### src/rtl/simmem_req_bank.sv
`default_nettype none
// ============================================================================
//  Module   : simmem_req_bank
//  Purpose  : Request-side delay bank of the simulated memory. Requests
//             (id, addr, delay) from the initiator are held in one of
//             Capacity slots until their delay expires. Matured requests are
//             then issued towards the memory model, oldest first. Requests
//             that share an ID always leave in arrival order.
//  Ports    : clk_i, rst_ni          - clock, asynchronous active-low reset
//             req_in_*               - incoming request (valid/ready handshake)
//             req_out_*              - issued request (valid/ready handshake)
//             occupancy_o            - number of occupied slots
//  Revision : 1.0 - initial release
// ============================================================================
module simmem_req_bank #(
    parameter int unsigned IdWidth      = 4,
    parameter int unsigned AddrWidth    = 32,
    parameter int unsigned Capacity     = 8,
    parameter int unsigned CounterWidth = 8
) (
    input  logic                         clk_i,
    input  logic                         rst_ni,
    input  logic [IdWidth-1:0]           req_in_id_i,
    input  logic [AddrWidth-1:0]         req_in_addr_i,
    input  logic [CounterWidth-1:0]      req_in_delay_i,
    input  logic                         req_in_valid_i,
    output logic                         req_in_ready_o,
    output logic [IdWidth-1:0]           req_out_id_o,
    output logic [AddrWidth-1:0]         req_out_addr_o,
    output logic                         req_out_valid_o,
    input  logic                         req_out_ready_i,
    output logic [$clog2(Capacity+1)-1:0] occupancy_o
);

    localparam int unsigned c_idx_w = $clog2(Capacity);
    localparam int unsigned c_occ_w = $clog2(Capacity+1);

    // Slot storage
    logic [Capacity-1:0]     r_valid;
    logic [IdWidth-1:0]      r_id    [Capacity];
    logic [AddrWidth-1:0]    r_addr  [Capacity];
    logic [CounterWidth-1:0] r_cnt   [Capacity];
    // r_older[i][j] = 1 : slot j was allocated before slot i
    logic [Capacity-1:0]     r_older [Capacity];

    // Output stability lock
    logic                    r_lock;
    logic [c_idx_w-1:0]      r_lock_idx;
    logic [c_occ_w-1:0]      r_occ;

    logic [Capacity-1:0][Capacity-1:0] w_same_id;
    logic [Capacity-1:0]     w_elig;
    logic [Capacity-1:0]     w_sel_vec;
    logic [c_idx_w-1:0]      w_alloc_idx;
    logic [c_idx_w-1:0]      w_oldest_idx;
    logic [c_idx_w-1:0]      w_sel_idx;
    logic                    w_in_hs;
    logic                    w_out_hs;

    // ------------------------------------------------------------------
    // Per-slot eligibility and oldest-eligible selection
    // ------------------------------------------------------------------
    generate
        for (genvar i = 0; i < Capacity; i++) begin : g_slot
            for (genvar j = 0; j < Capacity; j++) begin : g_cmp
                assign w_same_id[i][j] = (r_id[i] == r_id[j]);
            end
            // Blocked while any older live slot carries the same ID
            assign w_elig[i] = r_valid[i] && (r_cnt[i] == '0) &&
                               !(|(r_older[i] & r_valid & w_same_id[i]));
            // Oldest eligible: no eligible slot is older than this one
            assign w_sel_vec[i] = w_elig[i] && !(|(r_older[i] & w_elig));
        end
    endgenerate

    always_comb begin
        w_oldest_idx = '0;
        for (int i = 0; i < Capacity; i++) begin
            if (w_sel_vec[i]) begin
                w_oldest_idx = c_idx_w'(i);
            end
        end
    end

    // Lowest-index free slot; only slots free at the start of the cycle count
    always_comb begin
        w_alloc_idx = '0;
        for (int i = Capacity - 1; i >= 0; i--) begin
            if (!r_valid[i]) begin
                w_alloc_idx = c_idx_w'(i);
            end
        end
    end

    assign w_sel_idx       = r_lock ? r_lock_idx : w_oldest_idx;
    assign req_in_ready_o  = ~(&r_valid);
    assign req_out_valid_o = r_lock | (|w_elig);
    assign req_out_id_o    = req_out_valid_o ? r_id[w_sel_idx]   : '0;
    assign req_out_addr_o  = req_out_valid_o ? r_addr[w_sel_idx] : '0;
    assign occupancy_o     = r_occ;

    assign w_in_hs  = req_in_valid_i && req_in_ready_o;
    assign w_out_hs = req_out_valid_o && req_out_ready_i;

    // ------------------------------------------------------------------
    // State update
    // ------------------------------------------------------------------
    always_ff @(posedge clk_i or negedge rst_ni) begin
        if (!rst_ni) begin
            r_valid    <= '0;
            r_lock     <= 1'b0;
            r_lock_idx <= '0;
            r_occ      <= '0;
            for (int i = 0; i < Capacity; i++) begin
                r_id[i]    <= '0;
                r_addr[i]  <= '0;
                r_cnt[i]   <= '0;
                r_older[i] <= '0;
            end
        end else begin
            // Countdown saturates at zero
            for (int i = 0; i < Capacity; i++) begin
                if (r_valid[i] && (r_cnt[i] != '0)) begin
                    r_cnt[i] <= r_cnt[i] - CounterWidth'(1);
                end
            end

            if (w_out_hs) begin
                r_valid[w_sel_idx] <= 1'b0;
            end

            // The allocated slot was free, so it never collides with the
            // issued slot or the countdown above.
            if (w_in_hs) begin
                r_valid[w_alloc_idx] <= 1'b1;
                r_id[w_alloc_idx]    <= req_in_id_i;
                r_addr[w_alloc_idx]  <= req_in_addr_i;
                r_cnt[w_alloc_idx]   <= req_in_delay_i;
                r_older[w_alloc_idx] <= r_valid;
                for (int j = 0; j < Capacity; j++) begin
                    r_older[j][w_alloc_idx] <= 1'b0;
                end
            end

            // Hold the presented slot while downstream stalls
            r_lock     <= req_out_valid_o && !req_out_ready_i;
            r_lock_idx <= w_sel_idx;

            case ({w_in_hs, w_out_hs})
                2'b10:   r_occ <= r_occ + c_occ_w'(1);
                2'b01:   r_occ <= r_occ - c_occ_w'(1);
                default: r_occ <= r_occ;
            endcase
        end
    end

endmodule
`default_nettype wire

### config.mk
export PLATFORM = sky130hd
export DESIGN_NAME = simmem_req_bank
export DESIGN_NICKNAME = d
export VERILOG_FILES = /design/src/rtl/simmem_req_bank.sv
export SDC_FILE = /design/constraint.sdc
export NUM_CORES = 1
export LEC_CHECK = 0
export ABC_AREA = 1
export BUFFER_PORTS_ARGS = -buffer_cell sky130_fd_sc_hd__buf_2
export CELL_PAD_IN_SITES_DETAIL_PLACEMENT = 0
export CELL_PAD_IN_SITES_GLOBAL_PLACEMENT = 1
export CORE_ASPECT_RATIO = 0.8
export CORE_UTILIZATION = 48
export CTS_BUF_LIST = sky130_fd_sc_hd__clkbuf_8
export DETAILED_ROUTE_END_ITERATION = 6
export PLACE_DENSITY = 0.95
export RECOVER_POWER = 50
export REMOVE_ABC_BUFFERS = 1
export SYNTH_ARGS = -nofsm -noshare
export SYNTH_HDL_FRONTEND = slang
export SYNTH_SLANG_ARGS = --single-unit
### constraint.sdc
create_clock -name clk_i -period 3.8 [get_ports clk_i]
set_clock_uncertainty 0.2 [all_clocks]
set_input_delay 0.19 -clock clk_i [delete_from_list [all_inputs] [get_ports clk_i]]
set_output_delay 0.19 -clock clk_i [all_outputs]
set_load 0.02 [all_outputs]
**Word level (Yosys, flattened, before mapping)**

Index checks and enable logic that the tools add are counted.

- Word-level logic and storage cells: 287
- Input bits: 48
- Bits in registers: 432
- Output and inout port bits: 42

- Muxes and demuxes: 50
- $lt $le $gt $ge: 7
- Add/subtract/negate cells: 10
- Reductions and logical operators: 87
- Bitwise logic cells: 39
- Eq/ne operators: 58

Operator list:

| operator | number |
|---|---|
| bitwise AND 8 bit | 32 |
| bitwise mux 256 bit | 1 |
| equality test 4 bit | 56 |
| bitwise mux 64 bit | 2 |
| two-way mux 32 bit | 4 |
| OR reduction 8 bit | 16 |
| binary-select mux 32 bit (select 3 bit) | 1 |
| demux 32 bit (select 3 bit) | 1 |
| two-way mux 8 bit | 11 |
| logical NOT 8 bit | 8 |
| two-way mux 64 bit | 1 |
| nonzero test 8 bit | 8 |
| subtractor 8 x 1 -> 8 bit (second input constant) | 8 |
| two-way mux 3 bit | 13 |
| logical AND 1 bit | 37 |
| bitwise mux 32 bit | 1 |
| demux 8 bit (select 3 bit) | 1 |
| logical NOT 1 bit | 16 |
| two-way mux 4 bit | 4 |
| inverter 8 bit | 2 |
| binary-select mux 4 bit (select 3 bit) | 1 |
| demux 4 bit (select 3 bit) | 1 |
| >= comparator 4 bit (second input constant) | 2 |
| less-than comparator 3 x 4 -> 1 bit (second input constant) | 2 |
| other kinds (16) | 22 |

**Logic depth before layout (Yosys ltp)**

Gate-level depths: netlist of run 1.

- Depth after elaboration: 26
- Depth in mapped cells: 25
- Mapped depth without buffers: 24

**Worst setup path before layout of run 1**

No wires, ideal clock.

- Path type: reg-to-reg
- Start point: register r_id[3] in the netlist's numbering
- End point: register r_occ[3] (netlist: occupancy_o[3])
- Library setup time: 128 ps
- Stages on the path, launching flop included: 24
- Arrival: 3,129 ps
- Slack: 342 ps
- Clock period less this slack: 3,458 ps
- Required time: 3,472 ps
- Path buffers: 1
- Cells stage by stage: dfrtp_1 buf_2 inv_2 nand2_1 nand2_1 nor2_1 nand3_1 nand2_1 nor2_4 nand2_1 inv_2 a2111oi_0 nand4_1 nand2_1 inv_1 ha_1 ha_1 nand2_1 nor2_1 a211oi_1 nor2_1 nor2_1 nand2_1 xnor2_1

- Longest elaborated chain between the ends: 10
- Elaborated cells on any way between the ends: 53
- Those cells by class: eq/ne: 16; mux: 1; bitwise: 9; reduce/logical: 27

Ends and longest elaborated chain:

| element | RTL line | source |
|---|---|---|
| start, declared | 40 | `logic [IdWidth-1:0] r_id [Capacity];` |
| start signal, assigned by index | 136 | `r_id[w_alloc_idx] <= req_in_id_i;` |
| equality test 4 bit | 66 | `assign w_same_id[i][j] = (r_id[i] == r_id[j]);` |
| bitwise AND 8 bit | 70 | `!(\|(r_older[i] & r_valid & w_same_id[i]));` |
| OR reduction 8 bit | 70 |  |
| logical NOT 1 bit | 70 |  |
| logical AND 1 bit | 69 | `assign w_elig[i] = r_valid[i] && (r_cnt[i] == '0) &&` |
| OR reduction 8 bit * | 97 | `assign req_out_valid_o = r_lock \| (\|w_elig);` |
| OR 1 bit * | 97 |  |
| via req_out_valid_o | 30 | `output logic req_out_valid_o,` |
| logical AND 1 bit * | 103 | `assign w_out_hs = req_out_valid_o && req_out_ready_i;` |
| equality test 2 x 1 -> 1 bit or equality test 2 bit (tied branches) | 149 | `case ({w_in_hs, w_out_hs})` |
| case mux 4 bit (2 select lines) or nonzero test 2 bit (tied branches) | - |  |
| end signal, assigned | 150 | `2'b10: r_occ <= r_occ + c_occ_w'(1);` |
| end signal, assigned | 151 | `2'b01: r_occ <= r_occ - c_occ_w'(1);` |
| end signal, assigned | 152 | `default: r_occ <= r_occ;` |
| end, declared | 49 | `logic [c_occ_w-1:0] r_occ;` |

The timed path passes the listed nets; every way through them passes the cells marked *.
A chain may end at the register's enable or synchronous reset.

**Worst setup path in the final report of run 1**

- Start point: register r_id[23] in the netlist's numbering
- End point: output port req_out_addr_o[24]

- Longest elaborated chain between the ends: 22
- Elaborated cells on any way between the ends: 89
- Those cells by class: eq/ne: 14; mux: 12; bitwise: 17; reduce/logical: 46

Ends and longest elaborated chain:

| element | RTL line | source |
|---|---|---|
| equality test 4 bit | 66 |  |
| bitwise AND 8 bit | 70 |  |
| OR reduction 8 bit | 70 |  |
| logical NOT 1 bit | 70 |  |
| logical AND 1 bit | 69 |  |
| bitwise AND 8 bit | 72 | `assign w_sel_vec[i] = w_elig[i] && !(\|(r_older[i] & w_elig));` |
| OR reduction 8 bit | 72 |  |
| logical NOT 1 bit | 72 |  |
| logical AND 1 bit | 72 |  |
| two-way mux 1 bit | 79 | `if (w_sel_vec[i]) begin` |
| two-way mux 2 bit (2 in a row) | 79 |  |
| two-way mux 3 bit (4 in a row) | 79 |  |
| two-way mux 3 bit | 95 | `assign w_sel_idx = r_lock ? r_lock_idx : w_oldest_idx;` |
| inverter 3 -> 4 bit (implied by the code) | 99 | `assign req_out_addr_o = req_out_valid_o ? r_addr[w_sel_idx] : '0;` |
| binary-select mux 32 bit (select 3 bit) | 99 |  |
| two-way mux 32 bit (implied by the code) (2 in a row) | 99 |  |
| two-way mux 32 bit * | 99 |  |
| end, declared | 29 | `output logic [AddrWidth-1:0] req_out_addr_o,` |

Every way passes the cells marked *; elsewhere a longest branch is shown, timed or not. The select of a mux whose other input is x is not followed.

==> results of run 1 <==
## report_power, final
part,total (uW),internal (uW),switching (uW)
registers,8320,6870,1450
logic,15500,6120,9410
clock network,4450,2380,2070
## worst max-delay path: stages (launching register included)
cell	delay, ns
dfrtp_2	0.44
buf_4	0.17
xor2_1	0.27
nor2_4	0.10
nand3_4	0.10
nand2_2	0.08
nor2_4	0.13
buf_6	0.12
nand3_1	0.07
nand2_1	0.09
nor2_1	0.05
nand2_2	0.08
nand2_2	0.08
nor2_4	0.22
nand2_8	0.09
nand2_8	0.11
nor2_4	0.09
buf_12	0.16
buf_16	0.16
nand2_2	0.06
nand2_1	0.05
nor2_1	0.11
nand2_1	0.08
a21oi_2	0.16
buf_6	0.14
## routing by layer
| layer | up-vias | wire (um) |
|---|---|---|
| met3 | 219 | 8997 |
| met2 | 1245 | 35820 |
| li1 | 11450 | - |
| met5 | - | 13 |
| met4 | 2 | 2564 |
| met1 | 11560 | 36140 |
## final cells by class
cell class / count / area [sq um] / area share
multi-input combinational: 2389 / 12370 / 0.3902
sequential: 432 / 10840 / 0.3419
timing repair buffer: 441 / 4469 / 0.1410
inverter: 429 / 1653 / 0.05215
clock buffer: 91 / 1252 / 0.03952
tap: 675 / 844.6 / 0.02665
clock inverter: 34 / 259.0 / 0.008172
timing repair inverter: 1 / 7.507 / 0.0002369
antenna: 2 / 5.005 / 0.0001579
## repair_timing
item,4_1_cts,5_1_grt
endpoints found under the hold margin,643,0
buffers inserted,50,54
gates cloned,12,13
pin swaps,40,137
hold buffers,49,0
resized for setup,208,304
endpoints found under the setup margin,37,40
## Yosys cell counts, types with 4 or more instances
cell | number | share of area
nand3b_1 | 104 | 0.032
ha_1 | 19 | 0.0097
a31oi_1 | 4 | 0.0010
nand4_1 | 44 | 0.011
nor3_1 | 14 | 0.0029
o21ai_1 | 7 | 0.0014
buf_1 | 11 | 0.0017
nor4_1 | 7 | 0.0018
xor2_1 | 48 | 0.017
nand3_1 | 222 | 0.045
buf_2 | 42 | 0.0086
clkbuf_1 | 89 | 0.014
inv_2 | 39 | 0.0060
a21oi_1 | 68 | 0.014
xnor2_1 | 10 | 0.0036
nand2_1 | 1121 | 0.17
inv_1 | 389 | 0.060
a211oi_1 | 8 | 0.0025
buf_6 | 16 | 0.0074
nor2_1 | 273 | 0.042
nor2_2 | 15 | 0.0038
dfrtp_1 | 432 | 0.44
o21ai_0 | 399 | 0.082
buf_4 | 34 | 0.010
## metrics by stage
step / setup TNS, ns / total power, uW / cells / hold slack [ns] / area [sq um]
floorplan: -254.08 / 15780 / 3250 / -0.3056 / 23470
global placement: 0 / 20350 / 4193 / 0.09581 / 26680
detailed placement: -0.02144 / 20600 / 4193 / 0.09067 / 26680
CTS: -15.20 / 26250 / 4429 / 0.06062 / 30040
global route: -22.14 / 30200 / 4493 / 0.1007 / 31690
finish: -16.70 / 28300 / 4494 / 0.09163 / 31690
## worst paths after layout
path | to | cells after the start | slack [ns] | startpoint
min in group asynchronous | r_older[59] | 3 | 0.88 | rst_ni
setup / recovery | req_out_addr_o[24] | 24 | -0.51 | r_id[23]
setup reg to reg | occupancy_o[3] | 26 | -0.06 | r_id[12]
max in group asynchronous | r_id[6] | 4 | 0.43 | rst_ni
hold / removal | r_cnt[46] | 4 | 0.09 | req_in_delay_i[6]
hold reg to reg | r_older[21] | 2 | 0.27 | r_older[21]
## cells by family after synthesis
| logic type | Yosys count | synth area share |
|---|---|---|
| buffers and inverters | 621 | 0.1074 |
| and+or+nand+nor | 1817 | 0.3169 |
| AOI/OAI and AO/OA | 494 | 0.1030 |
| DFF | 432 | 0.4414 |
| xor gates and xnor gates | 58 | 0.02074 |
| adders and majority gates | 20 | 0.01053 |
## state kept, by name (all words and copies together), names as in the netlist
name,flops
r_lock_idx,3
r_cnt,64
r_older,64
occupancy_o,4
r_addr,256
r_lock,1
r_valid,8
r_id,32
==> impl_metrics.toml, run 1 <==
[global_routing]
grt_use_met3 = 0.07056
grt.busiest_layer = "met2"
grtUsageTotal = 0.3113
gr-usage-met2 = 0.4591
antenna_found_initial = 3
use_met1 = 0.4516
grt_pass1_vias = 22740
grt_overflow = 0
grt_max_degree = 90
grt_first_pass_wirelength_um = 125700

[cells_and_area]
final_core_util = 0.6332
mostFrequentLayoutCells = "1023 x nand2_1, 411 x dfrtp_1, 396 x o21ai_0, 390 x inv_1, 206 x buf_4"
fill_cells = 4306
layout-drive-gt1-share = 0.2303
layout.nets = 3835
final_common_cell = "nand2_1"
syn2layout_area_growth_pct = 29.42

[floorplanning]
initial_utilization = 0.4893
core_sq_um = 50050
die_y_um = 204.0
die_x_um = 254.5
row_count = 73
pin_count = 90
fp.dieArea_sq_um = 51930

[yosys]
synth_edf_count = 0
netlist_area_sq_um = 24490
ys.flop_type = "dfrtp_1"
syn_inst = 3442
synth_cell_type_count = 40
ys_ff_latch = 432
syn_area_per_cell_sq_um = 7.115
yosysSeqAreaShare = 0.4414
ys_async_sr_fraction = 1.000
ys_warn_count = 0

[sta]
max_freq_mhz = 232.0
rsz0062_at_grt = "yes"
finalSetupViolCount = 37
finalCritPeriodShare = 1.134
worst_slack_ns = -0.5096
hold_violations = 0
slew_viol_final = 66
max_slew_margin = -0.2506
min_period_ns = 4.310
tightest_slew_ns = 1.876

[critical_path]
arrival_ns = 3.92
cp.required_ns = 3.41
crit_fanout = 6
crit_path_end_kind = "output pin"
critPathLaunchType = "flip-flop"
critPathKind = "reg -> out"

[drt]
drc_errors = 1
viasPerCell = 5.447
antenna_left = 0
drt_wl_total_um = 83530
initialDrtViolationCount = 2919
drt-pass1-iter-count = 7
wl_per_cell_um = 18.59
vias = 24480

[clock_tree]
cts_root_buf = "clkbuf_8"
tritoncts = "yes"
cts_buffer_depth = 3
insertion_delay_ns = 0.69
h-tree-depth = 3
path_clk_slew_ns = 0.06
cts_sinks = 432
cts_made_buffers = 73

[power_and_ir_drop]
powerDensity_nw_per_um2 = 892.9
leakagePower_uw = 0.01596
vdd_drop_max_uv = 427.1

[job]
max-cap-violations = 1

[place]
gp_congestion = 1.102
dp_slack_ns = -0.02122
dp_hpwl_um = 49640
port_buffers = 89

[outcome]
outcome = "finished, violations left"
violations = "DRC, capacitance limit, slew limit, setup timing"

[hold_path]
hold_class = "in -> reg"
Power figures use the tool's default switching activity.
==> run 2, diff against run 1 <==
Settings changed: CAP_MARGIN from default to 20, CORE_UTILIZATION 48 to 43, PLACE_DENSITY 0.95 to 0.91.
Clock period 3.8 ns to 3.9 ns, I/O delays scaled along.
==> run 2 against run 1 <==
Effect of this change: largest cell class unchanged; power shrank 5.9%; non-clock buffer count fell by 41; global-route usage fell by 2.3 points; worst setup slack better by 0.16 ns; the flow finishes with violations (capacitance limit, slew limit, setup timing); sequential power fell by 3.0%.
==> impl_metrics.toml, run 2 (same netlist as run 1, synthesis figures left out) <==
[outcome]
outcome = "finished, violations left"
violations = "capacitance limit, slew limit, setup timing"

[sta]
holdWs_ns = 0.09570
slew_viol_final = 85
finalCritPeriodShare = 1.088
max_slew_margin = -0.5171
tightest_slew_ns = 2.276
rsz0062_at_grt = "yes"
worst_slack_ns = -0.3451
max_freq_mhz = 235.6
hold_violations = 0
finalSetupViolCount = 40
min_period_ns = 4.245
fin_tns_setup_ns = -11.18

[critical_path]
cp.required_ns = 3.50
critPathKind = "reg -> out"
crit_fanout = 15
regToRegSetupSlack_ns = -0.28
critPathLaunchType = "flip-flop"
rr_endpoint = "r_cnt[52]"
reg2regPathDepth = 30
r2r-start = "r_cnt[48]"
crit_end = "req_out_addr_o[8]"
arrival_ns = 3.85
crit_path_end_kind = "output pin"
cp-startpoint = "r_cnt[48]"

[global_routing]
grt_overflow = 0
grt_pass1_vias = 22520
grt_max_degree = 90
grt_first_pass_wirelength_um = 129300
antenna_found_initial = 1
grtUsageTotal = 0.2884

[clock_tree]
path_clk_slew_ns = 0.06
cts_made_buffers = 75
cts_sinks = 432
h-tree-depth = 3
insertion_delay_ns = 0.69
cts_buffer_depth = 3
tritoncts = "yes"
cts_root_buf = "clkbuf_8"

[drt]
drt-pass1-iter-count = 6
vias = 23690
drt_wl_total_um = 82030
wl_per_cell_um = 18.07
viasPerCell = 5.219
antenna_left = 0
drc_errors = 0
initialDrtViolationCount = 2603

[floorplanning]
fp.dieArea_sq_um = 57910
die_y_um = 215.4
pin_count = 90
core_sq_um = 55780
initial_utilization = 0.4390
die_x_um = 268.8
row_count = 77

[power_and_ir_drop]
powerDensity_nw_per_um2 = 868.6
leakagePower_uw = 0.01561
total_power_uw = 26620
vdd_drop_max_uv = 440.7

[cells_and_area]
multiInputGateArea_sq_um = 11980
fill_cells = 5191
layout.area.seq_sq_um = 10840
layout.nets = 3796
final_common_cell = "nand2_1"
syn2layout_area_growth_pct = 25.15
top_regs = "r_addr: 256 flops, r_cnt: 64 flops, r_older: 64 flops"
mostFrequentLayoutCells = "1060 x nand2_1, 410 x dfrtp_1, 401 x inv_1, 392 x o21ai_0, 214 x buf_4"
regMostFlops = "r_addr"
layout-drive-gt1-share = 0.2012
largest_register_ffs = 256

[hold_path]
hold_class = "in -> reg"
min_from = "req_in_delay_i[6]"

[job]
max-cap-violations = 1

[place]
dp_hpwl_um = 52260
gp_congestion = 1.004
dp_slack_ns = -0.005245
port_buffers = 89
==> run 2: changes by cell type in the layout (fill, tap and decap cells not counted), moves of 6 or more <==
cell / before / now
nand3_2: 43 / 28
nor2_4: 49 / 41
nand2_1: 1023 / 1060
inv_1: 390 / 401
nand3_4: 7 / 0
buf_4: 206 / 214
nor2_1: 189 / 203
nor2_2: 53 / 47
buf_12: 39 / 33
nand3_1: 172 / 194
nand2_2: 89 / 56
buf_16: 13 / 5
buf_6: 60 / 31
clkbuf_16: 12 / 0
==> run 2: where the power goes <==
group	leakage (uW)	internal [uW]	switching, uW	total [uW]
Sequential	0.00522	6690	1380	8070
Clock	0.000910	2350	2000	4350
Combinational	0.00948	5430	8780	14200
==> run 2: worst min-delay path by stage <==
stage               cells after the start              to
finish                                  4       r_cnt[46]
detailed placement                      1       r_cnt[12]
global route                            4       r_cnt[46]
CTS                                     4       r_cnt[46]
floorplan                               0  occupancy_o[0]
global placement                        1       r_cnt[11]
==> run 2: layout make-up <==
cell class / count / share of cell area
multi-input cells: 2389 / 0.3908
flip-flops and latches: 432 / 0.3536
repair buffers: 400 / 0.1191
inverters: 429 / 0.05413
clock buffers: 95 / 0.04266
well taps: 750 / 0.03062
clock inverters: 42 / 0.008696
repair inverters: 1 / 0.0002449
diodes: 1 / 0.00008165
==> run 2: layer usage <==
metal	part of all wire	track usage	vias up
met5	0	0	-
met4	0.021	0.08144	0
met3	0.077	0.05043	125
met2	0.44	0.4250	858
met1	0.47	0.4318	11320
li1	-	-	11380
==> run 2: metrics by stage <==
stage	cells	util	area (sq um)
floorplan	3250	-	23470
global placement	4252	0.4766	26590
detailed placement	4252	0.4766	26590
CTS	4533	0.5440	30350
global route	4539	0.5494	30650
finish	4539	0.5494	30650
==> run 2: worst max-delay path, stage by stage, from the launching register on <==
cell and delay [ns]:
dfrtp_1 0.40, inv_2 0.10, ha_4 0.13, nand4_1 0.22, nor2_2 0.27, nand2_2 0.09
nor2_4 0.19, nand3_1 0.11, nand2_1 0.07, nor2_1 0.05, nand2_2 0.08, nand2_2 0.06
inv_2 0.08, nand2_4 0.08, nand2_8 0.10, nand2_8 0.10, buf_8 0.21, buf_4 0.17
nand3b_1 0.08, nand2_1 0.05, nor2_1 0.09, nand2_1 0.06, a21oi_1 0.20, buf_4 0.18
==> run 2: timing repair <==
| action | CTS | global route |
|---|---|---|
| hold buffers | 49 | 0 |
| gates resized for setup | 259 | 129 |
| gates cloned | 7 | 0 |
| setup endpoints to repair | 37 | 44 |
| setup buffers | 90 | 13 |
| hold endpoints to repair | 644 | 0 |
| pin swaps | 34 | 65 |
